### config.mk
export PLATFORM = sky130hd
export DESIGN_NAME = parking_gate_controller_flat
export DESIGN_NICKNAME = d
export VERILOG_FILES = /design/src/rtl/parking_gate_controller_if.sv /design/src/rtl/parking_gate_controller.sv /design/src/flat_wrapper.sv
export SDC_FILE = /design/constraint.sdc
export NUM_CORES = 1
export LEC_CHECK = 0
export CAP_MARGIN = 25
export CORE_MARGIN = 2
export CORE_UTILIZATION = 46
export CTS_CLUSTER_SIZE = 14
export DETAILED_ROUTE_END_ITERATION = 8
export PLACE_DENSITY = 0.74
export SYNTH_ARGS = -nofsm -noshare
export SYNTH_HDL_FRONTEND = slang
export SYNTH_SLANG_ARGS = --single-unit
### constraint.sdc
create_clock -name clk -period 5.1 [get_ports clk]
set_input_delay 1.02 -clock clk [delete_from_list [all_inputs] [get_ports clk]]
set_output_delay 1.02 -clock clk [all_outputs]
set_load 0.005 [all_outputs]
### src/rtl/parking_gate_controller_if.sv
// rtl/parking_gate_controller_if.sv - sensor, gate and count signals of the parking gate controller
// master drives sensors/requests and reads counts; slave is the controller side.
interface parking_gate_controller_if #(
  parameter int SLOTS = 8,
  parameter int CNT_W = $clog2(SLOTS + 1)
);
  logic [SLOTS-1:0] slot_free;
  logic             entry_req;
  logic             car_passed;
  logic [CNT_W-1:0] free_cnt;
  logic [CNT_W-1:0] parked_cnt;
  logic [CNT_W-1:0] avail_cnt;
  logic             full;
  logic             gate_open;
  logic             entry_deny;

  modport master (
    output slot_free, entry_req, car_passed,
    input  free_cnt, parked_cnt, avail_cnt, full, gate_open, entry_deny
  );

  modport slave (
    input  slot_free, entry_req, car_passed,
    output free_cnt, parked_cnt, avail_cnt, full, gate_open, entry_deny
  );
endinterface

### src/rtl/parking_gate_controller.sv
// rtl/parking_gate_controller.sv - slot counting, in-transit car tracking and entry gate FSM
// All count outputs derive from registers; the lot reads full out of reset until sensors propagate.
module parking_gate_controller #(
  parameter int SLOTS        = 8,
  parameter int CNT_W        = $clog2(SLOTS + 1),
  parameter int OPEN_TIMEOUT = 16
) (
  input  logic                           clk,
  input  logic                           rst_n,
  parking_gate_controller_if.slave       bus
);
  localparam int TMR_W = (OPEN_TIMEOUT > 1) ? $clog2(OPEN_TIMEOUT) : 1;
  localparam logic [TMR_W-1:0] T_LAST  = TMR_W'(OPEN_TIMEOUT - 1);
  localparam logic [CNT_W:0]   SLOTS_X = (CNT_W + 1)'(SLOTS);

  typedef enum logic [1:0] {ST_IDLE, ST_OPEN, ST_CLOSE} state_t;

  state_t           state_q, state_d;
  logic [TMR_W-1:0] timer_q, timer_d;
  logic [SLOTS-1:0] sync1_q, sync1_d, sync2_q, sync2_d;
  logic [CNT_W-1:0] free_cnt_q, free_cnt_d;
  logic [CNT_W-1:0] pending_q, pending_d;
  logic             req_prev_q, req_prev_d;
  logic             deny_q, deny_d;
  logic             req_edge, passed;
  logic [CNT_W-1:0] avail, drop;
  logic [CNT_W:0]   pend_sum, pend_net;

  always_comb begin
    sync1_d    = bus.slot_free;
    sync2_d    = sync1_q;
    req_prev_d = bus.entry_req;
    free_cnt_d = '0;
    for (int i = 0; i < SLOTS; i++) begin
      free_cnt_d = free_cnt_d + CNT_W'(sync2_q[i]);
    end
  end

  assign req_edge = bus.entry_req & ~req_prev_q;
  assign avail    = (free_cnt_q > pending_q) ? (free_cnt_q - pending_q) : '0;

  always_comb begin
    state_d = state_q;
    timer_d = timer_q;
    deny_d  = 1'b0;
    passed  = 1'b0;
    case (state_q)
      ST_IDLE: begin
        timer_d = '0;
        if (req_edge) begin
          if (avail != '0) state_d = ST_OPEN;
          else             deny_d  = 1'b1;
        end
      end
      ST_OPEN: begin
        // car_passed takes priority over a timeout in the same cycle
        if (bus.car_passed) begin
          passed  = 1'b1;
          state_d = ST_CLOSE;
          timer_d = '0;
        end else if (timer_q == T_LAST) begin
          state_d = ST_CLOSE;
          timer_d = '0;
        end else begin
          timer_d = timer_q + 1'b1;
        end
      end
      ST_CLOSE: state_d = ST_IDLE;
      default:  state_d = ST_IDLE;
    endcase
  end

  // Only a falling free count retires in-transit cars; departures leave pending alone.
  always_comb begin
    drop     = (free_cnt_d < free_cnt_q) ? (free_cnt_q - free_cnt_d) : '0;
    pend_sum = {1'b0, pending_q} + {{CNT_W{1'b0}}, passed};
    pend_net = pend_sum - {1'b0, drop};
    if ({1'b0, drop} >= pend_sum) pending_d = '0;
    else if (pend_net > SLOTS_X)  pending_d = CNT_W'(SLOTS);
    else                          pending_d = pend_net[CNT_W-1:0];
  end

  always_ff @(posedge clk or negedge rst_n) begin
    if (!rst_n) begin
      state_q    <= ST_IDLE;
      timer_q    <= '0;
      sync1_q    <= '0;
      sync2_q    <= '0;
      free_cnt_q <= '0;
      pending_q  <= '0;
      req_prev_q <= 1'b0;
      deny_q     <= 1'b0;
    end else begin
      state_q    <= state_d;
      timer_q    <= timer_d;
      sync1_q    <= sync1_d;
      sync2_q    <= sync2_d;
      free_cnt_q <= free_cnt_d;
      pending_q  <= pending_d;
      req_prev_q <= req_prev_d;
      deny_q     <= deny_d;
    end
  end

  assign bus.free_cnt   = free_cnt_q;
  assign bus.parked_cnt = CNT_W'(SLOTS) - free_cnt_q;
  assign bus.avail_cnt  = avail;
  assign bus.full       = (avail == '0);
  assign bus.gate_open  = (state_q == ST_OPEN);
  assign bus.entry_deny = deny_q;
endmodule

### src/flat_wrapper.sv
// flat-port wrapper written by rule: the top's interface ports become plain ports
module parking_gate_controller_flat 
#(
  parameter int SLOTS        = 8,
  parameter int CNT_W        = $clog2(SLOTS + 1),
  parameter int OPEN_TIMEOUT = 16
)
  (clk, rst_n, bus_slot_free, bus_entry_req, bus_car_passed, bus_free_cnt, bus_parked_cnt, bus_avail_cnt, bus_full, bus_gate_open, bus_entry_deny);
  parking_gate_controller_if #(.SLOTS(SLOTS), .CNT_W(CNT_W)) bus_i ();
  input  logic clk;
  input  logic rst_n;
  input wire logic [$bits(bus_i.slot_free)-1:0] bus_slot_free;
  input wire logic [$bits(bus_i.entry_req)-1:0] bus_entry_req;
  input wire logic [$bits(bus_i.car_passed)-1:0] bus_car_passed;
  output wire logic [$bits(bus_i.free_cnt)-1:0] bus_free_cnt;
  output wire logic [$bits(bus_i.parked_cnt)-1:0] bus_parked_cnt;
  output wire logic [$bits(bus_i.avail_cnt)-1:0] bus_avail_cnt;
  output wire logic [$bits(bus_i.full)-1:0] bus_full;
  output wire logic [$bits(bus_i.gate_open)-1:0] bus_gate_open;
  output wire logic [$bits(bus_i.entry_deny)-1:0] bus_entry_deny;
  assign bus_i.slot_free = bus_slot_free;
  assign bus_i.entry_req = bus_entry_req;
  assign bus_i.car_passed = bus_car_passed;
  assign bus_free_cnt = bus_i.free_cnt;
  assign bus_parked_cnt = bus_i.parked_cnt;
  assign bus_avail_cnt = bus_i.avail_cnt;
  assign bus_full = bus_i.full;
  assign bus_gate_open = bus_i.gate_open;
  assign bus_entry_deny = bus_i.entry_deny;
  parking_gate_controller #(.SLOTS(SLOTS), .CNT_W(CNT_W), .OPEN_TIMEOUT(OPEN_TIMEOUT)) u_core (.clk(clk), .rst_n(rst_n), .bus(bus_i));
endmodule
======== Word-level counts from Yosys, hierarchy flattened ========
Cells that the tools add are included.
storage, ports and cells
  flip-flop bits (word level) ............. 32
  latch bits .............................. 0
  memory bits (writable) .................. 0
  memory bits (read-only) ................. 0
  output and inout bits ................... 15
  memories kept ........................... 0
operators by class
  $add $sub $neg .......................... 13
  $mul .................................... 0
  div/mod/pow operators ................... 0
  $lt $le $gt $ge ......................... 4
  eq/ne operators ......................... 5
  shifts and indexed selects .............. 0
  mux-type cells .......................... 17
  bitwise gates (word level) .............. 2
  reduce and logical (&&, ||, !) cells .... 5
operator list
  kind                                                           number
  adder 4 x 1 -> 4 bit                                           6
  2-to-1 mux 4 bit                                               6
  2-to-1 mux 2 bit                                               4
  one-hot mux 4 bit (2 select lines)                             1
  subtractor 4 bit                                               2
  adder 4 x 1 -> 5 bit                                           1
  greater-or-equal comparator 4 x 5 -> 1 bit                     1
  greater-than comparator 5 x 4 -> 1 bit, second input constant  1
  2-to-1 mux 1 bit                                               5
  subtractor 5 x 4 -> 5 bit                                      1
  adder 4 x 1 -> 4 bit, second input constant                    1
  == test 4 bit, second input constant                           1
  greater-than comparator 4 bit                                  1
  zero test 4 bit                                                1
  less-than comparator 4 bit                                     1
  != test 2 x 1 -> 1 bit, second input constant                  2
  one-hot mux 2 bit (2 select lines)                             1
  nonzero test 4 bit                                             1
  subtractor 4 bit, first input constant                         1
  != test 3 x 2 -> 1 bit, second input constant                  1
  AND reduction 3 bit                                            1
  adder 1 x 1 -> 2 bit                                           1
  == test 2 x 1 -> 1 bit, second input constant                  1
  zero test 2 bit                                                1
  3 further kinds                                                3

======== Depth between registers and ports, before layout ========
Gate-level depths: netlist of run 1.
  word-level depth ........................ 13
  mapped depth ............................ 19

======== Worst setup path before layout of run 1 ========
OpenSTA, ideal clock, no wires.
  path kind ............................... register to register
  from .................................... reg u_core.sync2_q[0]
  to ...................................... reg u_core.pending_q[1]
  library setup time ...................... 0.088 ns
  arrival time ............................ 4.767 ns
  data required time ...................... 5.012 ns
  path slack .............................. 0.245 ns
  stages on the path, launching flop included .. 18
  period minus slack after synthesis ...... 4.855 ns
  cells stage by stage .................... dfrtp_1 -> ha_1 -> inv_1 -> fa_1 -> fa_1 -> fa_1 -> fa_1 -> xor2_1 -> ha_1 -> a21o_1 -> a21oi_1 -> a41oi_1 -> nand2_1 -> fa_1 -> a21o_1 -> a21oi_1 -> mux2_2 -> nor3b_1
between the ends
  cells in the longest elaborated chain, start to end .. 13
  elaborated cells on any way between the ends .. 15
RTL lines
  what                                                            RTL line                       text
  from (decl)                                                     parking_gate_controller.sv:20  logic [SLOTS-1:0] sync1_q, sync1_d, sync2_q, sync2_d;
  from (signal assigned)                                          parking_gate_controller.sv:97  sync2_q <= sync2_d;
  adder 1 x 1 -> 2 bit *                                          parking_gate_controller.sv:35  free_cnt_d = free_cnt_d + CNT_W'(sync2_q[i]);
  adder 4 x 1 -> 4 bit * (6 in series)                            parking_gate_controller.sv:35
  subtractor 4 bit or less-than comparator 4 bit (tied branches)  parking_gate_controller.sv:75  drop = (free_cnt_d < free_cnt_q) ? (free_cnt_q - free_cnt_d) : '0;
  2-to-1 mux 4 bit *                                              parking_gate_controller.sv:75
  subtractor 5 x 4 -> 5 bit                                       parking_gate_controller.sv:77  pend_net = pend_sum - {1'b0, drop};
  greater-than comparator 5 x 4 -> 1 bit                          parking_gate_controller.sv:79  else if (pend_net > SLOTS_X) pending_d = CNT_W'(SLOTS);
  2-to-1 mux 4 bit                                                parking_gate_controller.sv:79
  2-to-1 mux 4 bit *                                              parking_gate_controller.sv:78  if ({1'b0, drop} >= pend_sum) pending_d = '0;
  via u_core.pending_d[1]                                         parking_gate_controller.sv:22  logic [CNT_W-1:0] pending_q, pending_d;
  to (signal assigned)                                            parking_gate_controller.sv:99  pending_q <= pending_d;
  to (decl)                                                       parking_gate_controller.sv:22
Mark *: on every way through the listed nets, which the timed path passes. The rest lies on a longest branch.
A chain may end at the register's enable or synchronous reset.

======== Worst setup path in the final report of run 1 ========
Same ends and word-level chain as after synthesis.

==> metrics.txt, run 1 <==
Mapped Cells=176; final core area utilization=58.39%; yosys warns=0; First-pass DRT Iterations=4; DRC viols=0; most frequent cells in the layout=dfrtp_1, clkdlybuf4s50_1, inv_1; CP required=5.30 ns; Max VDD drop=0.2987 mV; Clock Path Buffers=2; Tcrit/Tclk final=95.98%; Setup WS pre-CTS=-0.02090 ns; Avg Cell Area, Syn=10.59 um^2; Hold WS=0.3396 ns; layout cells sized above 1=9.005%; initial antenna violation count=0; wire per inst=12.45 um; status=finished, final reports clean; # hold bufs at CTS=0; min Tclk post-route=4.895 ns; Seq cells post-synth=32; Relative slew margins=64.98%; min-delay worst type=reg -> reg; Syn-to-layout area delta=23.57%; post-route ant nets=0; final wirelength=3.250 mm; CTS sink count=32; P_leak=1.095 nW; die width=67.64 um; PD cells=626.8 mW/mm^2; via count=1345; initial core utilization=47.25%; CTS H-Tree Depth=2; DP Wirelength=2.452 mm; critical path arrival=5.10 ns; Core Rows=23; setup ws final=0.2048 ns; clock-pin slew on the worst setup and hold paths=0.07 ns; Fin. Hold Viols=0; Clock Tree Root=clkbuf_8; die area=0.004575 mm^2; core area=0.003943 mm^2; Boundary Pins=27; Worst Setup Start Kind=flip-flop; Pwr Total=1.443 mW; Via-to-Cell Ratio=5.153; Worst Clk Skew=0.006094 ns; Final #Nets=248; Syn Nets=214; most used cell, CP=fa_1; Post-Syn Area=0.001863 mm^2; reg2reg start=u_core.sync2_q[0]; CTS tree=done; pin count of the biggest net entering global routing=33; first-pass GRT wire length=5.651 mm; placer congestion estimate=0.8115; register area share after synthesis=42.98%; Final setup viols=0; CP max-delay cell=fa_1; Die Y=67.64 um; maxcap violations=0; critical setup path kind=reg -> reg; GRT Util Overall=16.85%; placed insts=251; CP Capture Type=flip-flop; Initial DRC Count=40; total CTS buffers=5; Clk Latency, worst-skew pair=0.29 ns; Distinct cells, synth=34; commonest non-fill, non-tap cell in the layout=dfrtp_1; PortBufs=26; Slew Viols, Final=0; R2R Path End=u_core.pending_q[1]; antenna diode count=0; critical-path cell list=ha_1 -> inv_1 -> fa_1 -> fa_1 -> fa_2 -> fa_1 -> fa_1 -> a21o_1 -> a21oi_1 -> a41oi_2 -> nand2_1 -> ha_1 -> a21o_1 -> a21oi_2 -> mux2_2 -> nor3b_1; reg-to-reg setup timing slack=0.20 ns; Slew @ Worst Pin=0.5180 ns; worst reg2reg path depth=16; max incr delay on CP=0.54 ns; Post-Layout Cell Count=261; crit path capture=u_core.pending_q[1]; Max Clk Rate=204.3 MHz; vias in the first global route=1287; grt ovf=0; crit-path max FO=5; Worst Setup SP=u_core.sync2_q[0]
-- kinds of logic (layout without fill, tap and decap cells) --
group	count (synthesis)	in the layout	synth area share [%]
AO/OA/AOI/OAI	31	31	10.41
XOR/XNOR	10	10	4.701
adder cells (fa/ha/maj)	26	26	20.28
buffers and inverters	25	60	5.641
flip-flops	32	32	42.98
multiplexers	3	3	1.746
AND/OR/NAND/NOR	49	49	14.24
-- through the flow --
stage                     setup TNS, ns  cell area, um^2
after global routing           -0.04389             2302
after floorplan                       0             1863
final                                 0             2302
after detailed placement       -0.02931             2175
after CTS                             0             2276
after global placement                0             2175
-- how the worst min path moves through the flow --
stage | cells after the start | endpoint | start | slack [ns]
2_1_floorplan | 0 | u_core.sync2_q[0] | u_core.sync1_q[0] | 0.33
3_3_place_gp | 0 | u_core.sync2_q[0] | u_core.sync1_q[0] | 0.33
3_5_place_dp | 0 | u_core.sync2_q[3] | u_core.sync1_q[3] | 0.33
4_1_cts | 0 | u_core.sync2_q[3] | u_core.sync1_q[3] | 0.35
5_1_grt | 0 | u_core.sync2_q[1] | u_core.sync1_q[1] | 0.36
6_report | 0 | u_core.sync2_q[3] | u_core.sync1_q[3] | 0.34
-- critical path: cells and delay by family (launching register included) --
family	cells	cell delay, ns
AOI/OAI and AO/OA	5	0.87
adders and majority gates	7	2.87
buffers and inverters	1	0.05
DFF	1	0.37
muxes	1	0.39
and+or+nand+nor	2	0.27
-- layer usage --
| layer | vias up | track usage [%] | wire length (um) |
|---|---|---|---|
| met4 | 0 | 6.888 | 68 |
| met3 | 9 | 5.000 | 139 |
| met1 | 646 | 22.05 | 1463 |
| li1 | 661 | - | - |
| met2 | 29 | 26.10 | 1578 |
| met5 | - | 0 | 0 |
-- what timing repair did --
item / in CTS / in global routing
buffers inserted: 0 / 2
setup endpoints to repair: 2 / 4
gates resized for setup: 1 / 4
pin swaps: 0 / 2
gates cloned: 0 / 0
-- report_power, final --
group          switching [mW]  internal [mW]
Clock                  0.0912          0.109
Combinational           0.442          0.469
Sequential             0.0386          0.292
-- flip-flops by register name, summed over array words and instances, names as in the netlist --
register               cells
u_core.bus.free_cnt        4
u_core.pending_q           4
u_core.sync1_q             8
u_core.timer_q             4
u_core.req_prev_q          1
u_core.sync2_q             8
u_core.bus.entry_deny      1
u_core.state_q             2
-- Yosys cell counts --
cell,instances,area (um^2)
a41oi_1,1,8.760
a21o_2,1,8.760
nor4b_1,1,8.760
and3_1,1,6.260
buf_6,1,11.26
xnor2_1,4,35.03
ha_1,19,237.7
nor2b_1,4,25.02
nor2_1,5,18.77
mux2i_1,1,10.01
o211a_1,1,10.01
nor3_1,3,15.01
o21ai_0,9,45.04
o2bb2a_1,1,10.01
fa_1,7,140.1
nand2_1,11,41.29
nand3b_1,3,22.52
o21a_1,2,15.01
and2_1,2,12.51
dfrtp_1,32,800.8
xor2_1,6,52.55
or2_2,1,6.260
a21oi_1,10,50.05
a22o_1,1,8.760
inv_1,23,86.33
nand3_1,7,35.03
nor3b_1,2,15.01
or3_1,2,12.51
a21o_1,5,37.54
nand4_1,2,12.51
nand2b_1,4,25.02
nand4b_1,1,8.760
mux2_2,2,22.52
buf_4,1,7.510
-- area by class of cell --
type	instances	area [um^2]
multi-input combinational	119	975.9
fill	344	1640
tap	50	62.56
inverter	23	86.33
sequential	32	800.8
clock buffer	7	86.33
clock inverter	1	7.507
timing repair buffer	29	282.8
(Power assumes the default switching activity.)
==> run 2: changes to the inputs <==
SETUP_SLACK_MARGIN = 0.15   (was unset)
==> metrics.txt, run 2 (synthesis gave the netlist of run 1 again) <==
status=finished, final reports clean (unchanged); maxcap violations=0 (unchanged); layout cells sized above 1=11.85% (was 9.005%); clock-pin slew on the worst setup and hold paths=0.07 ns (about the same); most used cell, CP=fa_2 (was fa_1); grt ovf=0 (unchanged); Max Clk Rate=209.4 MHz (was 204.3 MHz); Via-to-Cell Ratio=5.146 (was 5.153); wire per inst=12.64 um (was 12.45 um); Final #Nets=248 (unchanged); # fillers=334 (was 344); initial antenna violation count=0 (unchanged); min-delay worst type=reg -> reg (unchanged); die area=0.004575 mm^2 (unchanged); # hold bufs at CTS=0 (unchanged); initial core utilization=47.25% (unchanged); Max VDD drop=0.3568 mV (was 0.2987 mV); Syn-to-layout area delta=25.32% (was 23.57%); PD cells=638.2 mW/mm^2 (was 626.8 mW/mm^2); Clk Latency, worst-skew pair=0.29 ns (about the same); Boundary Pins=27 (unchanged); Worst Clk Skew=0.007436 ns (was 0.006094 ns); total CTS buffers=5 (unchanged); max incr delay on CP=0.49 ns (was 0.54 ns); pin count of the biggest net entering global routing=33 (unchanged); CP max-delay cell=fa_1 (unchanged); setup ws final=0.3240 ns (was 0.2048 ns); Setup WS pre-CTS=-0.02090 ns (unchanged); crit-path max FO=2 (was 5); vias in the first global route=1305 (was 1287); First-pass DRT Iterations=4 (unchanged); Clock Path Buffers=2 (unchanged); final wirelength=3.299 mm (was 3.250 mm); P_leak=1.100 nW (was 1.095 nW); die width=67.64 um (unchanged); critical setup path kind=reg -> reg (unchanged); Final setup viols=0 (unchanged); Worst Setup Start Kind=flip-flop (unchanged); CTS tree=done (unchanged); Die Y=67.64 um (unchanged); Initial DRC Count=35 (was 40); CTS sink count=32 (unchanged); commonest non-fill, non-tap cell in the layout=dfrtp_1 (unchanged); FF/Latch Area=800.8 um^2 (unchanged); Largest regs=u_core.sync1_q: 8 flops, u_core.sync2_q: 8 flops (unchanged); RSZ-0062 raised after global routing=false; core area=0.003943 mm^2 (unchanged); Relative slew margins=65.05% (was 64.98%); CP Capture Type=flip-flop (unchanged); Clock Tree Root=clkbuf_8 (unchanged); placer congestion estimate=0.8115 (unchanged); DRC viols=0 (unchanged); Core Rows=23 (unchanged); critical path arrival=4.95 ns (was 5.10 ns); CTS H-Tree Depth=2 (unchanged); Fin. Hold Viols=0 (unchanged); Slew @ Worst Pin=0.5170 ns (was 0.5180 ns); DP Wirelength=2.452 mm (unchanged); Pwr Total=1.490 mW (was 1.443 mW); post-route ant nets=0 (unchanged); Tcrit/Tclk final=93.65% (was 95.98%); Hold WS=0.3397 ns (was 0.3396 ns); min Tclk post-route=4.776 ns (was 4.895 ns); Slew Viols, Final=0 (unchanged); GRT Util Overall=17.17% (was 16.85%); CP required=5.27 ns (was 5.30 ns); multi-input logic area=0.001008 mm^2 (was 975.9 um^2); first-pass GRT wire length=5.740 mm (was 5.651 mm); PortBufs=26 (unchanged); Post-Layout Cell Count=261 (unchanged); critical-path cell list=ha_1 -> inv_1 -> fa_1 -> fa_1 -> fa_2 -> fa_2 -> xor2_1 -> ha_1 -> a21o_1 -> a21oi_2 -> nor2_1 -> ha_2 -> inv_1 -> fa_2 -> a21o_1 -> a21oi_2 -> buf_4 -> xnor2_1 -> o2bb2a_1 (was ha_1 -> inv_1 -> fa_1 -> fa_1 -> fa_2 -> fa_1 -> fa_1 -> a21o_1 -> a21oi_1 -> a41oi_2 -> nand2_1 -> ha_1 -> a21o_1 -> a21oi_2 -> mux2_2 -> nor3b_1); most frequent cells in the layout=dfrtp_1, clkdlybuf4s50_1, inv_1 (unchanged); via count=1343 (was 1345); placed insts=251 (unchanged); antenna diode count=0 (unchanged)
==> run 2: critical path, delay by kind of cell, from the launching register on <==
family	cells	cell delay [ns]
buffers and inverters	3	0.26
flip-flops	1	0.37
AND/OR/NAND/NOR	1	0.14
adder cells (fa/ha/maj)	8	2.78
XOR/XNOR	2	0.24
AO/OA/AOI/OAI	5	0.86
==> run 2: path summary, 6_finish.rpt <==
path | start | end | slack (ns) | depth (start not counted)
max | u_core.sync2_q[0] | u_core.pending_q[3] | 0.32 | 19
max reg2reg | u_core.sync2_q[0] | u_core.pending_q[3] | 0.32 | 19
min | u_core.sync1_q[3] | u_core.sync2_q[3] | 0.34 | 0
min in group asynchronous | rst_n | u_core.sync2_q[3] | 1.12 | 2
min reg2reg | u_core.sync1_q[3] | u_core.sync2_q[3] | 0.34 | 0
max in group asynchronous | rst_n | u_core.req_prev_q | 3.70 | 2
==> run 2: final cells by class <==
type                       count  share of cell area [%]
tap                           50                   2.680
timing repair buffer          29                   12.11
sequential                    32                   34.30
clock buffer                   7                   3.698
inverter                      23                   3.698
multi-input combinational    119                   43.19
clock inverter                 1                  0.3215
==> run 2: metal layers <==
layer	share of wire, %	up-vias	track usage, %
met5	0	-	0
met4	1.5	0	7.398
met3	4.1	7	5.000
met2	49	27	26.84
met1	45	646	22.16
li1	-	663	-
==> run 2: power breakdown <==
part / internal [mW] / switching [mW] / total, mW / leakage (nW)
Clock: 0.109 / 0.0921 / 0.202 / 0.0445
Combinational: 0.500 / 0.458 / 0.958 / 0.659
Sequential: 0.292 / 0.0385 / 0.331 / 0.397
Total: 0.902 / 0.588 / 1.49 / 1.10
==> run 2: repair_timing <==
action | 4_1_cts | 5_1_grt
hold endpoints to repair | 0 | 0
endpoints found under the setup margin | 4 | 4
resized for setup | 2 | 10
pin swaps | 1 | 9
buffers inserted | 1 | 1
==> run 2: stage by stage <==
stage / setup TNS, ns / area, um^2 / util, %
global placement: 0 / 2175 / 55.16
finish: 0 / 2335 / 59.22
detailed placement: -0.02931 / 2175 / 55.16
floorplan: 0 / 1863 / -
global route: 0 / 2335 / 59.22
CTS: 0 / 2287 / 58.01
==> run 3: changes to the inputs <==
CORE_ASPECT_RATIO = 0.8   (was unset)
==> metrics.txt, run 3 (synthesis gave the netlist of run 1 again) <==
most frequent cells in the layout=dfrtp_1, clkdlybuf4s50_1, inv_1 (unchanged); # hold bufs at CTS=0 (unchanged); vias in the first global route=1217 (was 1305); crit path buf inv count=1 (was 3); Max Clk Rate=210.8 MHz (was 209.4 MHz); Clock Path Buffers=2 (unchanged); First-pass DRT Iterations=4 (unchanged); PD cells=631.2 mW/mm^2 (was 638.2 mW/mm^2); core area=0.003854 mm^2 (was 0.003943 mm^2); layout cells sized above 1=9.524% (was 11.85%); final wirelength=3.241 mm (was 3.299 mm); Core Rows=20 (was 23); Final setup viols=0 (unchanged); DP Wirelength=2.399 mm (was 2.452 mm); Syn-to-layout area delta=24.78% (was 25.32%); initial antenna violation count=0 (unchanged); Fin. Hold Viols=0 (unchanged); maxcap violations=0 (unchanged); first-pass GRT wire length=5.451 mm (was 5.740 mm); Worst Clk Skew=0.005462 ns (was 0.007436 ns); GRT Util Overall=16.60% (was 17.17%); DRC viols=0 (unchanged); P_leak=1.106 nW (was 1.100 nW); CP max-delay cell=fa_1 (unchanged); CP Capture Type=flip-flop (unchanged); min-delay worst type=reg -> reg (unchanged); initial core utilization=48.34% (was 47.25%); Clock Tree Root=clkbuf_8 (unchanged); Via-to-Cell Ratio=4.921 (was 5.146); die width=75.15 um (was 67.64 um); Final #Nets=247 (was 248); critical path arrival=4.94 ns (was 4.95 ns); clock-pin slew on the worst setup and hold paths=0.07 ns (about the same); commonest non-fill, non-tap cell in the layout=dfrtp_1 (unchanged); GR Util met1=21.58% (was 22.16%); post-route ant nets=0 (unchanged); status=finished, final reports clean (unchanged); critical setup path kind=reg -> reg (unchanged); CTS tree=done (unchanged); CTS H-Tree Depth=2 (unchanged); max incr delay on CP=0.55 ns (was 0.49 ns); Crit path max-delay family=adder cells (unchanged); crit-path max FO=5 (was 2); CTS sink count=32 (unchanged); most used cell, CP=fa_1 (was fa_2); critical-path cell list=ha_1 -> inv_1 -> fa_1 -> fa_1 -> fa_2 -> fa_2 -> fa_1 -> a21o_1 -> a21oi_2 -> a41oi_2 -> nand2_1 -> ha_1 -> a21o_1 -> a21oi_2 -> mux2_4 -> nor3b_1 (was ha_1 -> inv_1 -> fa_1 -> fa_1 -> fa_2 -> fa_2 -> xor2_1 -> ha_1 -> a21o_1 -> a21oi_2 -> nor2_1 -> ha_2 -> inv_1 -> fa_2 -> a21o_1 -> a21oi_2 -> buf_4 -> xnor2_1 -> o2bb2a_1); wire per inst=12.23 um (was 12.64 um); busiest metal layer after global routing=met2 (unchanged); Slew @ Worst Pin=0.4645 ns (was 0.5170 ns); Die Y=60.92 um (was 67.64 um); grt ovf=0 (unchanged); Post-Layout Cell Count=265 (was 261); Tcrit/Tclk final=93.00% (was 93.65%); Boundary Pins=27 (unchanged); Largest regs=u_core.sync1_q: 8 flops, u_core.sync2_q: 8 flops (unchanged); grt met2 use=24.94% (was 26.84%); Final Instance Area=0.002325 mm^2 (was 0.002335 mm^2); placer congestion estimate=0.8823 (was 0.8115); GR Util met3=5.648% (was 5.000%); CP required=5.30 ns (was 5.27 ns); Max VDD drop=0.2745 mV (was 0.3568 mV); via count=1304 (was 1343); RSZ-0062 raised after global routing=false (unchanged); Slew Viols, Final=0 (unchanged); Worst Setup Start Kind=flip-flop (unchanged); Relative slew margins=68.60% (was 65.05%); Pwr Total=1.467 mW (was 1.490 mW); Clk Latency, worst-skew pair=0.28 ns (was 0.29 ns); DP Area=0.002181 mm^2 (was 0.002175 mm^2); Initial DRC Count=30 (was 35); die area=0.004578 mm^2 (was 0.004575 mm^2); total CTS buffers=5 (unchanged); PortBufs=26 (unchanged); min Tclk post-route=4.743 ns (was 4.776 ns); pin count of the biggest net entering global routing=33 (unchanged); placed insts=256 (was 251); antenna diode count=0 (unchanged)
==> run 3: changes by cell type in the layout (fill, tap and decap cells not counted), sizes merged <==
cell / change
bufinv: +1
clkbuf: -1
buf: -1
clkinvlp: -1
clkinv: +1
==> run 3: final cells by class <==
type / count / area, um^2
sequential: 32 / 800.8
clock buffer: 6 / 72.57
timing repair buffer: 28 / 275.3
inverter: 23 / 86.33
tap: 55 / 68.82
multi-input combinational: 119 / 985.9
fill: 357 / 1529
clock inverter: 2 / 35.03
==> run 3: through the flow <==
| step | worst slack [ns] | util, % | setup TNS [ns] | hold slack [ns] |
|---|---|---|---|---|
| 3_5_place_dp | -0.02530 | 56.59 | -0.04564 | 0.3372 |
| 4_1_cts | 0.1979 | 59.94 | 0 | 0.3522 |
| 5_1_grt | 0.1446 | 60.32 | 0 | 0.3571 |
| 2_1_floorplan | 0.2446 | - | 0 | 0.3312 |
| 3_3_place_gp | 0.1194 | 56.59 | 0 | 0.3329 |
| 6_report | 0.3568 | 60.32 | 0 | 0.3495 |
==> run 3: worst paths after layout <==
path                            slack (ns)             endpoint  depth (start not counted)               from
max in group asynchronous             3.68    u_core.req_prev_q                          2              rst_n
worst min register to register        0.35    u_core.sync2_q[4]                          0  u_core.sync1_q[4]
worst max-delay path                  0.36  u_core.pending_q[1]                         16  u_core.sync2_q[0]
worst min-delay path                  0.35    u_core.sync2_q[4]                          0  u_core.sync1_q[4]
min in group asynchronous             1.13    u_core.sync1_q[3]                          2              rst_n
worst max register to register        0.36  u_core.pending_q[1]                         16  u_core.sync2_q[0]
==> run 3: layer usage <==
layer / wire, um / vias up / share of wire [%]
met2: 1402 / 40 / 43
met4: 86 / 0 / 2.7
met1: 1591 / 596 / 49
li1: - / 660 / -
met5: 0 / - / 0
met3: 161 / 8 / 5.0
==> run 3: power by group <==
group          switching (mW)  internal, mW  leakage (nW)
clock network          0.0923         0.145        0.0552
logic                   0.435         0.465         0.654
registers              0.0388         0.292         0.397
==> run 3: timing repair <==
item | in CTS | in global routing
setup buffers | 1 | 0
pin swaps | 1 | 1
gates resized for setup | 3 | 5
endpoints found under the setup margin | 4 | 4
